**src/rtl/p4_router_ipv4_chksum_extern.sv**
```systemverilog
// p4_router_ipv4_chksum_extern
//
// Fixed-latency responder for the UserIPv4ChkVerify and UserIPv4ChkUpdate
// user externs of the Vitis Networking P4 IP. Each lane (verify = bit 0,
// update = bit 1) carries its own valid bit through the pipe. A response
// appears exactly LATENCY cycles after its request, in order. There is no
// backpressure. Saturating counters tally the emitted responses.
//
// Ports
//   clk               core clock (AXIS domain of the P4 IP)
//   rst               synchronous active-high reset
//   extern_out        [159:0] IPv4 header, [191:176] hdr_chk,
//                     [175:168] old_ttl, [167:160] new_ttl
//   extern_out_valid  [0] verify request, [1] update request
//   extern_in         [0] verify result, [16:1] updated checksum
//   extern_in_valid   [0] verify response, [1] update response
//   cnt_clear         synchronous clear of all counters
//   verify_cnt        verify responses emitted
//   verify_fail_cnt   verify responses with result 0
//   update_cnt        update responses emitted
module p4_router_ipv4_chksum_extern #(
  parameter int LATENCY    = 4,
  parameter int STRICT_HDR = 1,
  parameter int CNT_WIDTH  = 32
) (
  input  logic                 clk,
  input  logic                 rst,
  input  logic [191:0]         extern_out,
  input  logic [1:0]           extern_out_valid,
  output logic [16:0]          extern_in,
  output logic [1:0]           extern_in_valid,
  input  logic                 cnt_clear,
  output logic [CNT_WIDTH-1:0] verify_cnt,
  output logic [CNT_WIDTH-1:0] verify_fail_cnt,
  output logic [CNT_WIDTH-1:0] update_cnt
);

  // Four register stages are fixed (input, partial sums, fold, output).
  // Any extra latency is absorbed by a delay line placed before the output
  // register.
  localparam int DLY = LATENCY - 4;

  if (LATENCY < 4 || LATENCY > 32) begin : g_bad_latency
    $error("p4_router_ipv4_chksum_extern: LATENCY must be within 4..32");
  end

  // Stage 1: input register
  logic [159:0] s1_hdr;
  logic [15:0]  s1_chk;
  logic [7:0]   s1_old_ttl;
  logic [7:0]   s1_new_ttl;
  logic [1:0]   s1_v;

  always_ff @(posedge clk) begin
    if (rst) s1_v <= 2'b00;
    else     s1_v <= extern_out_valid;
  end

  always_ff @(posedge clk) begin
    s1_hdr     <= extern_out[159:0];
    s1_chk     <= extern_out[191:176];
    s1_old_ttl <= extern_out[175:168];
    s1_new_ttl <= extern_out[167:160];
  end

  // Stage 2: pairwise partial sums
  logic [16:0] s2_psum [5];
  logic        s2_hdr_ok;
  logic [16:0] s2_upd_sum;
  logic [7:0]  s2_new_ttl;
  logic [1:0]  s2_v;

  always_ff @(posedge clk) begin
    if (rst) s2_v <= 2'b00;
    else     s2_v <= s1_v;
  end

  always_ff @(posedge clk) begin
    for (int i = 0; i < 5; i++) begin
      s2_psum[i] <= {1'b0, s1_hdr[159-32*i -: 16]} + {1'b0, s1_hdr[143-32*i -: 16]};
    end
    s2_hdr_ok  <= (s1_hdr[159:156] == 4'd4) && (s1_hdr[155:152] == 4'd5);
    // Removing the old TTL term: ~HC + ~m, with the carry folded in stage 3.
    s2_upd_sum <= {1'b0, ~s1_chk} + {1'b0, ~{s1_old_ttl, 8'h00}};
    s2_new_ttl <= s1_new_ttl;
  end

  // Stage 3: final sum and end-around fold
  logic [19:0] s3_total;
  logic [16:0] s3_fold1;
  logic [15:0] s3_fold2;
  logic [15:0] s3_u1;
  logic [16:0] s3_u2;
  logic [15:0] s3_u3;
  logic        s3_ver_next;

  always_comb begin
    s3_total = {3'b000, s2_psum[0]} + {3'b000, s2_psum[1]} + {3'b000, s2_psum[2]}
             + {3'b000, s2_psum[3]} + {3'b000, s2_psum[4]};
    // Two folds are enough: the first one leaves at most a single carry.
    s3_fold1 = {1'b0, s3_total[15:0]} + {13'b0, s3_total[19:16]};
    s3_fold2 = s3_fold1[15:0] + {15'b0, s3_fold1[16]};
    s3_ver_next = (s3_fold2 == 16'hFFFF) && ((STRICT_HDR == 0) || s2_hdr_ok);

    s3_u1 = s2_upd_sum[15:0] + {15'b0, s2_upd_sum[16]};
    s3_u2 = {1'b0, s3_u1} + {1'b0, s2_new_ttl, 8'h00};
    s3_u3 = s3_u2[15:0] + {15'b0, s3_u2[16]};
  end

  logic [16:0] s3_data;
  logic [1:0]  s3_v;

  always_ff @(posedge clk) begin
    if (rst) s3_v <= 2'b00;
    else     s3_v <= s2_v;
  end

  always_ff @(posedge clk) begin
    s3_data <= {~s3_u3, s3_ver_next};
  end

  // Latency alignment line
  logic [16:0] d_data;
  logic [1:0]  d_v;

  if (DLY > 0) begin : g_delay
    logic [16:0] dl_data [DLY];
    logic [1:0]  dl_v    [DLY];

    always_ff @(posedge clk) begin
      if (rst) begin
        for (int i = 0; i < DLY; i++) dl_v[i] <= 2'b00;
      end else begin
        dl_v[0] <= s3_v;
        for (int i = 1; i < DLY; i++) dl_v[i] <= dl_v[i-1];
      end
    end

    always_ff @(posedge clk) begin
      dl_data[0] <= s3_data;
      for (int i = 1; i < DLY; i++) dl_data[i] <= dl_data[i-1];
    end

    assign d_data = dl_data[DLY-1];
    assign d_v    = dl_v[DLY-1];
  end else begin : g_no_delay
    assign d_data = s3_data;
    assign d_v    = s3_v;
  end

  // Output register. Idle lanes are driven to zero.
  always_ff @(posedge clk) begin
    if (rst) begin
      extern_in       <= 17'h0;
      extern_in_valid <= 2'b00;
    end else begin
      extern_in       <= {(d_v[1] ? d_data[16:1] : 16'h0000), (d_v[0] & d_data[0])};
      extern_in_valid <= d_v;
    end
  end

  // The counters advance on the same edge that launches the response, so
  // a clear asserted on that edge wins and the response goes uncounted.
  localparam logic [CNT_WIDTH-1:0] CNT_MAX = '1;
  localparam logic [CNT_WIDTH-1:0] CNT_ONE = CNT_WIDTH'(1);

  always_ff @(posedge clk) begin
    if (rst || cnt_clear) begin
      verify_cnt      <= '0;
      verify_fail_cnt <= '0;
      update_cnt      <= '0;
    end else begin
      if (d_v[0] && verify_cnt != CNT_MAX)
        verify_cnt <= verify_cnt + CNT_ONE;
      if (d_v[0] && !d_data[0] && verify_fail_cnt != CNT_MAX)
        verify_fail_cnt <= verify_fail_cnt + CNT_ONE;
      if (d_v[1] && update_cnt != CNT_MAX)
        update_cnt <= update_cnt + CNT_ONE;
    end
  end

endmodule

```
**config.mk**
```make
export PLATFORM = sky130hd
export DESIGN_NAME = p4_router_ipv4_chksum_extern
export DESIGN_NICKNAME = d
export VERILOG_FILES = /design/src/rtl/p4_router_ipv4_chksum_extern.sv
export SDC_FILE = /design/constraint.sdc
export NUM_CORES = 1
export LEC_CHECK = 0
export BUFFER_PORTS_ARGS = -buffer_cell sky130_fd_sc_hd__clkbuf_2
export CAP_MARGIN = 15
export CORE_MARGIN = 2
export CORE_UTILIZATION = 40
export DETAILED_ROUTE_END_ITERATION = 8
export GPL_TIMING_DRIVEN = 1
export SYNTH_ARGS = -nofsm -noshare
export SYNTH_HDL_FRONTEND = slang
export SYNTH_SLANG_ARGS = --single-unit
```
**constraint.sdc**
```tcl
create_clock -name clk -period 14.05 [get_ports clk]
set_input_delay 1.405 -clock clk [delete_from_list [all_inputs] [get_ports clk]]
set_output_delay 1.405 -clock clk [all_outputs]
set_load 0.05 [all_outputs]
```
# Word level (Yosys, flattened, before mapping)
# Memories as Yosys holds them, arrays and structs flattened.
# Cells that the tools add are included.
[classes]
add_sub_neg = 18
n_eq_ne = 6
bitwise = 5
reduce_logical = 9
[ops]
columns = ["cell", "n"]
rows = [
  ["16-bit by 16-bit adder with 17-bit output", 7],
  ["32-bit by 1-bit adder with 32-bit output, second input constant", 3],
  ["32-bit inequality test, second input constant", 3],
  ["16-bit by 1-bit adder with 16-bit output", 3],
  ["16-bit inverter", 3],
  ["19-bit by 17-bit adder with 20-bit output", 1],
  ["20-bit by 17-bit adder with 20-bit output", 1],
  ["18-bit by 17-bit adder with 19-bit output", 1],
  ["17-bit by 17-bit adder with 18-bit output", 1],
  ["16-bit by 4-bit adder with 17-bit output", 1],
  ["16-bit equality test, second input constant", 1],
  ["4-bit by 3-bit equality test with 1-bit output, second input constant", 2],
  ["1-bit logical AND", 6],
  ["2-bit OR reduction", 1],
  ["1-bit AND", 1],
  ["1-bit zero test", 1],
  ["1-bit logical OR", 1],
  ["1-bit inverter", 1],
]
[word_totals]
regBits = 356
mem_bits_rw = 85
wordCells = 56
n_memories = 1
[mem_list]
columns = ["memory", "words", "width", "read_ports", "rd_clocked_by_memory_dff", "wr", "line", "text"]
rows = [
  ["s2_psum", 5, 17, 5, 0, 5, "67", "logic [16:0] s2_psum [5];"],
]

# Depth between registers and ports, before layout
[logic_depth]
depth_word = 8
ltp_mapped = 35

# Worst setup path before layout
# No wires, ideal clock.
[synth_timing]
path_type = "flip-flop to flip-flop"
startpoint = "mem s2_psum[0][4]"
endpoint = "reg s3_data[0], in the netlist d_data[0]"
setup_ps = 88
arrival_time_ps = 7087
t_required_ps = 13962
path_slack_ps = 6875
stages_incl_launch_ff = 34
n_path_buf = 0
synth_period_minus_slack_ps = 7175
cell_sequence = "dfxtp_1 -> inv_1 -> fa_1 -> inv_1 -> fa_1 -> inv_1 -> fa_1 -> inv_1 -> ha_1 -> and3_1 -> a22oi_1 -> a211o_1 -> o21ai_0 -> nor3_1 -> o21a_1 -> a2bb2oi_1 -> ha_1 -> inv_1 -> fa_1 -> nor2b_1 -> o21ai_0 -> nand2b_1 -> and3_1 -> or4b_4 -> nor4_4 -> and3_2 -> ha_1 -> and3_1 -> and2_1 -> nor3_1 -> o31a_1 -> a2111oi_0 -> o2111ai_1 -> nor4_2"
[synth_rtl]
columns = ["item", "line", "text"]
rows = [
  ["from (decl)", "67", ""],
  ["to (signal assigned)", "119", "s3_data <= {~s3_u3, s3_ver_next};"],
  ["to (decl)", "110", "logic [16:0] s3_data;"],
]

==> impl_metrics.toml <==
[run_status]
status = "finished clean"

[cts]
holdBufCountCts = 0
clk_pin_slew_ps = 60
tritoncts = "built"
clock_latency_ps = 590
htreeDepth = 2
clockRootBuffer = "clkbuf_16"
cts.sinks = 441
cts_buffers = 48
ctsLongestPathBuffers = 3
cts_resized = 0
cts_setup_buffers = 0

[run]
maxCapViolCount = 0

[route]
viasPerCell = 4.73
drtIter0Drc = 459
wire_per_inst_um = 14.2
wl_um = 41100
dr.pass1.iters = 5
drc = 0
postRouteAntennaNets = 0
vias = 13700

[global_routing]
grt_max_degree = 97
grt_usage_pct = 16.7
grt_first_pass_wirelength_um = 67200
grt_antenna_before_repair = 2
grt_overflow = 0
grt_pass1_vias = 13700

[logic_synthesis]
yosys.cell_types.count = 74
ys_async_sr_fraction_pct = 0
syn-num-nets = 2280
syn_area_um2 = 18900
synth-edff-count = 0
ys_dominant_reg_cell = "dfxtp_1"
avgSynthCellArea_um2 = 9.95
ys_warn_count = 0
yosysSeqAreaShare_pct = 46.8
synth-seq-cells = 441
syn_inst = 1896

[pwr]
peakVddDrop_v = 0.000249
pwr_density_cell_nw_per_um2 = 255
total_power_mw = 5.85
p_leak_nw = 10.5

[sta]
setup_viol = 0
grt_setup_unrepaired = "no"
finalClockSkew_ps = 28.8
finalCritPeriodShare_pct = 56.5
clock.fmax_mhz = 126
whs_ps = 325
timing_max_transition_violations_final = 0
min_period_ps = 7940
setup-tns-final_ps = 0
max-slew-margin-rel_pct = 33.4
tightest_slew_ps = 999
final-hold-violation-count = 0

[floorplanning]
die_h_um = 221
dieArea_um2 = 48900
io-pin-count = 312
fp.coreArea_um2 = 46600
die_x_um = 221
initial_core_util_pct = 40.5
rows = 79

[critical_path]
arrival_ps = 8440
critPathLaunchType = "flip-flop"
endpoint_kind = "flip-flop"
crit_top_cell = "inv_1"
cpPeakStageDelay_ps = 530
critPathRequiredTime_ps = 14540
path_class = "reg -> reg"
worstPathMaxFanout = 7
crit_slowest_cell = "fa_1"

[cells_and_area]
mostFrequentLayoutCells = "dfxtp_1 (441), clkbuf_2 (311), inv_1 (234), nor2_1 (154), ha_1 (130)"
multi_input_area_um2 = 9090
area_growth_pct = 21.5
drive_gt1_share_pct = 18.8
register_area_um2 = 8830
nNetsFinal = 2625
fillCellCount = 4283
fin_cells = 2889
final_common_cell = "dfxtp_1"

[placement]
place.gp.congestion = 0.860
hpwl_um = 32300
io_buffers = 311
placed_cells = 2798

[hold_path]
hold_path_class = "reg -> reg"
synth_stat cells, types with 18 or more instances:
cell type / number / share of area, %
dfxtp_1: 441 / 47
inv_1: 234 / 4.7
nor2_1: 154 / 3.1
ha_1: 130 / 8.6
xnor2_1: 107 / 5.0
nand2_1: 92 / 1.8
a21oi_1: 91 / 2.4
xor2_1: 83 / 3.9
o21ai_0: 66 / 1.8
fa_1: 57 / 6.0
nand3_1: 53 / 1.4
and2_1: 45 / 1.5
and3_1: 36 / 1.2
or3_1: 32 / 1.1
nor3_1: 31 / 0.82
nor2b_1: 25 / 0.83
nand4_1: 24 / 0.80
a21o_1: 18 / 0.72
critical path: cells and delay by family (launching register included):
| family | cells | cell delay, ps |
|---|---|---|
| AOI/OAI and AO/OA | 9 | 2030 |
| adders and majority gates | 7 | 2670 |
| buffers and inverters | 5 | 260 |
| DFF | 1 | 320 |
| and+or+nand+nor | 12 | 2580 |
path summary, 6_finish.rpt:
path                                     from  cells after the start  slack [ps]            end
worst max-delay path            s2_psum[0][5]                     33        6110      d_data[0]
worst min-delay path            s1_new_ttl[3]                      0         330  s2_new_ttl[3]
worst max register to register  s2_psum[0][5]                     33        6110      d_data[0]
worst min register to register  s1_new_ttl[3]                      0         330  s2_new_ttl[3]
registers in the layout, indices dropped and copies added (netlist names):
signal / flops
s2_new_ttl: 8
s2_v: 2
s1_old_ttl: 8
s2_upd_sum: 17
extern_in_valid: 2
verify_cnt: 32
s1_new_ttl: 8
s1_v: 2
d_v: 2
d_data: 17
s2_hdr_ok: 1
verify_fail_cnt: 32
extern_in: 17
s2_psum: 85
s1_hdr: 160
update_cnt: 32
s1_chk: 16
per-layer routing:
metal | wire [um] | global-route usage (%)
met2 | 19100 | 28.1
met3 | 2110 | 3.56
met5 | 10 | 0
met4 | 1200 | 6.02
met1 | 18600 | 21.1
report_power, final:
part,switching [mW],internal [mW]
Combinational,1.79,1.28
Clock,0.522,0.872
Sequential,0.0369,1.36
layout make-up:
class	instances	share of cell area, %
Multi-Input combinational cell	1204	39.6
Sequential cell	441	38.5
Clock buffer	66	5.97
Timing Repair Buffer	312	6.82
Antenna cell	1	0.0109
Inverter	234	3.83
Tap cell	607	3.31
Clock inverter	24	1.90
cell families after synthesis:
logic type | after synthesis | synth area share, %
and+or+nand+nor | 546 | 14.9
DFF | 441 | 46.8
AOI/OAI and AO/OA | 271 | 9.06
buffers and inverters | 251 | 5.03
xor gates and xnor gates | 192 | 9.09
adders and majority gates | 187 | 14.7
muxes | 8 | 0.438
per-stage QoR:
step	setup slack [ps]	util [%]	area [um2]
after global placement	6410	45.4	21100
after CTS	6140	49.2	22900
final	6110	49.2	22900
after detailed placement	6190	45.4	21100
after floorplan	6880	-	18900
after global routing	5550	49.2	22900
No activity file was read; power rests on OpenSTA's default activity.
